File: config.mk
export PLATFORM = sky130hd
export DESIGN_NAME = piso_serializer
export DESIGN_NICKNAME = d
export VERILOG_FILES = /design/src/rtl/piso_serializer.sv
export SDC_FILE = /design/constraint.sdc
export NUM_CORES = 1
export LEC_CHECK = 0
export ABC_AREA = 1
export BUFFER_PORTS_ARGS = -buffer_cell sky130_fd_sc_hd__buf_2
export CAP_MARGIN = 20
export CORE_MARGIN = 2
export CORE_UTILIZATION = 50
export DETAILED_ROUTE_END_ITERATION = 6
export GPL_ROUTABILITY_DRIVEN = 0
export MAX_ROUTING_LAYER = met4
export PLACE_DENSITY_LB_ADDON = 0.12
export SLEW_MARGIN = 20
export SYNTH_ARGS = -nofsm -noshare
export SYNTH_HDL_FRONTEND = slang
export SYNTH_SLANG_ARGS = --single-unit
export TNS_END_PERCENT = 5
File: constraint.sdc
create_clock -name clk -period 1.4 [get_ports clk]
set_input_delay 0.21 -clock clk [delete_from_list [all_inputs] [get_ports clk]]
set_output_delay 0.21 -clock clk [all_outputs]
set_load 0.05 [all_outputs]
File: src/rtl/piso_serializer.sv
// Parallel-in serial-out shifter with valid/ready load, hold stall and done pulse.
// Bit order is set by MSB_FIRST; a new word can follow the last bit with no gap.
module piso_serializer #(
  parameter int WIDTH     = 8,
  parameter bit MSB_FIRST = 1'b1
) (
  input  logic             clk,
  input  logic             rst,
  input  logic [WIDTH-1:0] load_data,
  input  logic             load_valid,
  output logic             load_ready,
  input  logic             hold,
  output logic             ser_out,
  output logic             ser_valid,
  output logic             busy,
  output logic             done
);

  localparam int CW = $clog2(WIDTH) + 1;

  typedef enum logic {
    IDLE  = 1'b0,
    SHIFT = 1'b1
  } state_t;

  state_t           state;
  logic [WIDTH-1:0] sreg;
  logic [CW-1:0]    cnt;

  logic last;
  logic advance;
  logic accept;

  // cnt is the 1-based index of the bit currently on ser_out
  assign last    = (state == SHIFT) && (cnt == CW'(WIDTH));
  assign advance = (state == SHIFT) && !hold;
  assign accept  = load_valid && load_ready;

  assign load_ready = !rst && ((state == IDLE) || (last && !hold));

  assign busy      = (state == SHIFT);
  assign ser_valid = advance;
  assign done      = advance && last;
  assign ser_out   = MSB_FIRST ? sreg[WIDTH-1] : sreg[0];

  always_ff @(posedge clk) begin
    if (rst) begin
      state <= IDLE;
      sreg  <= '0;
      cnt   <= '0;
    end else if (accept) begin
      state <= SHIFT;
      sreg  <= load_data;
      cnt   <= CW'(1);
    end else if (advance) begin
      if (last) begin
        // clearing sreg forces ser_out low in IDLE
        state <= IDLE;
        sreg  <= '0;
        cnt   <= '0;
      end else begin
        if (MSB_FIRST) begin
          sreg <= {sreg[WIDTH-2:0], 1'b0};
        end else begin
          sreg <= {1'b0, sreg[WIDTH-1:1]};
        end
        cnt <= cnt + CW'(1);
      end
    end
  end

endmodule

* Yosys cells after proc, flatten, opt, wreduce, memory -nomap -nowiden
Cells that the tools add are included.
Operators by class: eq/ne operators 1, $add $sub $neg 1, reductions and logical operators 13, multiplexer cells 9, bitwise gates (word level) 1
Operator list (count):
- $mux 8 | 3
- $logic_and 1x1->1 | 6
- $mux 1 | 5
- $add 4x1->4 const B | 1
- $eq 4x4->1 const B | 1
- $mux 4 | 1
- $reduce_bool 2->1 | 2
- $logic_not 1->1 | 2
- $reduce_and 2->1 | 1
- $reduce_or 2->1 | 1
- $logic_or 1x1->1 | 1
- $not 1->1 | 1
Word-level totals: output and inout port bits 5, flip-flop bits (word level) 13, input bits 12, word-level logic and storage cells 29

* Depth between registers and ports, before layout
word-level depth 8, mapped depth 10, mapped depth without buffers 10

* Least setup slack after synthesis
OpenSTA, ideal clock, no wires.
path type reg-to-reg, start point register state, in the netlist busy, end point register sreg[0], period minus slack after synthesis 2138 ps, data required time 1330 ps, library setup time 70 ps, arrival time 2069 ps, cell stages (with the launch flop) 7, setup slack -738 ps, cell sequence dfxtp_1 > nand2_1 > inv_1 > nand3_2 > a21oi_1 > nand3_1 > a21oi_1
On the way: cells in the longest elaborated chain, start to end 6
Ends and longest elaborated chain:
- start: declaration | line 26 | state_t state;
- start signal: assignment | line 48 | state <= IDLE;
- start signal: assignment | line 52 | state <= SHIFT;
- start signal: assignment | line 58 | state <= IDLE;
- $logic_and 1x1->1 | line 35 | assign last = (state == SHIFT) && (cnt == CW'(WIDTH));
- $logic_and 1x1->1 | line 39 | assign load_ready = !rst && ((state == IDLE) || (last && !hold));
- $logic_or 1x1->1 * | line 39
- $logic_and 1x1->1 * | line 39
- net load_ready | line 11 | output logic load_ready,
- $logic_and 1x1->1 * | line 37 | assign accept = load_valid && load_ready;
- $mux 8 or $reduce_bool 2->1 (tied branches)
- end signal: assignment | line 53 | sreg <= load_data;
- end signal: assignment | line 63 | sreg <= {sreg[WIDTH-2:0], 1'b0};
- end signal: assignment | line 65 | sreg <= {1'b0, sreg[WIDTH-1:1]};
- end: declaration | line 27 | logic [WIDTH-1:0] sreg;
The timed path passes the listed nets; every way through them passes the cells marked *. A chain may end at the register's enable or synchronous reset.

* Final worst setup path
start point register cnt[1], end point output port load_ready
On the way: cells in the longest elaborated chain, start to end 5
Ends and longest elaborated chain:
- start: declaration | line 28 | logic [CW-1:0] cnt;
- start signal: assignment | line 67 | cnt <= cnt + CW'(1);
- $eq 4x4->1 | line 35
- $logic_and 1x1->1 | line 35
- $logic_and 1x1->1 | line 39
- $logic_or 1x1->1 | line 39
- $logic_and 1x1->1 | line 39
- end: declaration | line 11
Every way passes these cells.

==> results.tsv <==
stage	metric	value	unit
outcome	status	finished with violations	
outcome	failing checks	setup timing	
synth	main combinational cell family by area after synthesis	simple AND/OR/NAND/NOR gates	
timing	final worst path period share	110	%
power	Flop pwr share	48.7	%
synth	ranking of synthesized cells by area	dfxtp_1 36%, nand2_1 13%, nand3_1 8.4%	
synth	sequential share of the synthesized area	36.5	%
floorplanning	core footprint	0.00132	mm^2
synth	Syn Nets	112	
grt	grt total ovfl	0	
synth	compound-gate portion of the synthesized area	10.0	%
synth	Synth Area in XOR/XNOR	2.46	%
floorplanning	Die Ht	41.8	um
synth	Synth Register Bits	13	
worst_setup_path	cell seen most often among critical-path stages	inv_2	
synth	top_reg_cell synth	dfxtp_1	
clock_network	CTS Root Cell	clkbuf_4	
detailed_routing	routed via count	723	
finish	synth-to-layout area growth	31.2	%
worst_setup_path	r2r setup slk	-0.02	ns
clock_network	clk_lat worst skew	0.28	ns
worst_setup_path	r2r endpoint	sreg[7]	
clock_network	TritonCTS Buffers	3	
clock_network	clock transition at the registers of the reported paths	0.08	ns
finish	layout net count	137	
synth	synthesized-area fraction occupied by adder cells	3.51	%
min_path	worst hold stages	3	
synth	fraction of registers with async set or reset after synthesis	0	%
synth	Post-synth EDFFs	0	
job	max_cap viols	0	
finish	fin cells	137	
power	Psw	261	uW
power	Clock Power Share	29.1	%
timing	Worst-Margin Slew	0.310	ns
worst_setup_path	Top Family by Delay on Critical Path	flip-flops	
clock_network	CTS max path bufs	2	
detailed_routing	Via density	5.28	
power	total power	833	uW
clock_network	CTS tree	done	
worst_setup_path	WP depth	7	
worst_setup_path	slowest stage cell, crit path	dfxtp_2	
min_path	Hold Startpoint	load_data[0]	
floorplanning	starting density of the core	54.1	%
detailed_routing	ANT nets after route	0	
placement	port bufs	16	
timing	Final Hold Fails	0	
detailed_routing	DRC viols	0	
clock_network	H-tree levels	1	
grt	vias in the first global route	665	
synth	commonest cells in the netlist	25 x nand2_1, 13 x dfxtp_1, 13 x inv_1	
worst_setup_path	Worst R2R Start	cnt[1]	
synth	Simple-Gate Fraction of Synth Area	36.8	%
synth	Distinct cells, synth	19	
synth	Post-Synthesis Cell Area	713	um^2
grt	largest net degree at the start of global routing	16	
timing	fin. max-slew vios	0	
min_path	HP Class	primary input to flip-flop	
grt	first-pass GRT wire length	2730	um
placement	DP Cell Count	130	
detailed_routing	Initial DRT Pass Iterations	4	
detailed_routing	met1 wire length	707	um
timing	setup_tns	-0.350	ns
worst_setup_path	cells on worst reg2reg path	11	
min_path	Worst Hold End	sreg[0]	
timing	Final Skew	0.00367	ns
synth	proportion of synthesized area in mux cells	0	%
floorplanning	width of the die	41.8	um
detailed_routing	top routing layer used	met4	
worst_setup_path	Startpoint Class	flip-flop	
grt	initial antenna violation count	0	
floorplanning	Row Count	13	
finish	post-layout util	71.0	%
floorplanning	Die ar.	0.00174	mm^2
worst_setup_path	Crit Path Max Fanout	3	
power	Static Leakage	0.449	nW
worst_setup_path	crit path buf inv count	3	
worst_setup_path	Crit. End Element	output port	
synth	Syn. warnings	0	
power	Power Density	890	mW/mm^2
clock_network	clock sinks	13	
power	Pint	572	uW
detailed_routing	WL/cell	11.8	um
synth	most common cell in the netlist	nand2_1	
detailed_routing	Routed WL	1610	um
timing	RSZ-0062 raised after global routing	yes	
detailed_routing	DRT iter0 DRCs	17	
detailed_routing	wire length on met3	52	um
placement	pre-CTS WS	-0.00497	ns
finish	share of cells above drive strength 1	36.1	%
worst_setup_path	worst path arrival time	1.33	ns
placement	hpwl dp	1150	um
power	Combinational Power Share	22.2	%
worst_setup_path	crit-path max cell delay	0.33	ns
timing	Setup-failing EPs final	6	
synth	Cells after Synth	98	
grt	GRT Overall Usage	21.0	%
detailed_routing	DR WL met2	800	um
finish	diode count	0	
worst_setup_path	Critical Path RT	1.19	ns
worst_setup_path	critical path type	flip-flop to output port	
power	worst vdd ir	0.561	mV
timing	maximum clock rate	648	MHz
timing	setup ws final	-0.143	ns
worst_setup_path	crit-path cells	inv_2 -> ha_4 -> nand2_2 -> inv_2 -> nand3_4 -> a21oi_4 -> buf_6	
synth	Yosys top cell area share	36.5	%
timing	relative slew slack	79.3	%
floorplanning	Ports	17	
timing	Final min period	1.54	ns
synth	cell accounting for the most synthesized area	dfxtp_1	
power	Sw Share	31.3	%
synth	Synth Area per Inst	7.28	um^2
[how the worst max path moves through the flow]
stage | from | end
2_1_floorplan | cnt[1] | sreg[0]
3_3_place_gp | cnt[1] | sreg[7]
3_5_place_dp | cnt[1] | sreg[5]
4_1_cts | cnt[1] | load_ready
5_1_grt | cnt[0] | load_ready
6_report | cnt[1] | load_ready
[registers in the layout, summed over array words and instances (netlist names)]
| signal | cells |
|---|---|
| busy | 1 |
| sreg | 8 |
| cnt | 4 |
[what timing repair did]
item | CTS | global route
hold endpoints to repair | 0 | 0
endpoints found under the setup margin | 7 | 15
buffers inserted | 3 | 0
pin swaps | 2 | 0
gates resized for setup | 9 | 2
hold buffers | 0 | 0
[layout by cell type, fill, tap and decap left out]
| cell | count |
|---|---|
| a21oi_1 | 7 |
| a21oi_4 | 1 |
| a31oi_4 | 1 |
| buf_2 | 13 |
| buf_4 | 8 |
| buf_6 | 2 |
| clkbuf_1 | 1 |
| clkbuf_4 | 3 |
| dfxtp_1 | 10 |
| dfxtp_2 | 2 |
| dfxtp_4 | 1 |
| ha_1 | 1 |
| ha_4 | 1 |
| inv_1 | 10 |
| inv_2 | 5 |
| nand2_1 | 23 |
| nand2_2 | 2 |
| nand2_4 | 1 |
| nand3_1 | 12 |
| nand3_4 | 2 |
| nand4_1 | 8 |
| nor2_2 | 1 |
| nor2_4 | 1 |
| nor3_1 | 2 |
| o21ai_0 | 2 |
| xor2_1 | 2 |
[layout make-up]
type / instances / area (um^2)
multi-input combinational: 67 / 420
fill: 112 / 382
sequential: 13 / 267
timing repair buffer: 23 / 148
inverter: 15 / 56.3
clock buffer: 4 / 26.3
tap: 15 / 18.8
[cells by family after synthesis]
logic type | after synthesis
AO/OA/AOI/OAI | 11
XOR/XNOR | 2
adder cells (fa/ha/maj) | 2
buffers and inverters | 18
flip-flops | 13
AND/OR/NAND/NOR | 52
[worst min-delay path, stage by stage]
cell and delay, ns:
buf_2 0.10, nand3_1 0.05, a21oi_1 0.06
[metrics by stage]
stage | area [um^2] | hold slack (ns)
3_5_place_dp | 852 | 0.456
3_3_place_gp | 852 | 0.455
5_1_grt | 936 | 0.186
2_1_floorplan | 743 | 0.269
6_report | 936 | 0.177
4_1_cts | 928 | 0.180
[routing by layer]
metal | vias up | global-route usage (%)
met5 | - | -
met4 | 0 | 14.2
met3 | 7 | 4.78
met2 | 18 | 32.8
met1 | 325 | 23.7
li1 | 373 | -
[power by group through the flow]
stage          sequential, mW  clock, mW  combinational (mW)
2_1_floorplan           0.427          0               0.103
3_3_place_gp            0.412          0               0.167
3_5_place_dp            0.412          0               0.170
4_1_cts                 0.404      0.246               0.184
5_1_grt                 0.408      0.260               0.204
6_report                0.405      0.242               0.185
Power figures use the tool's default switching activity.
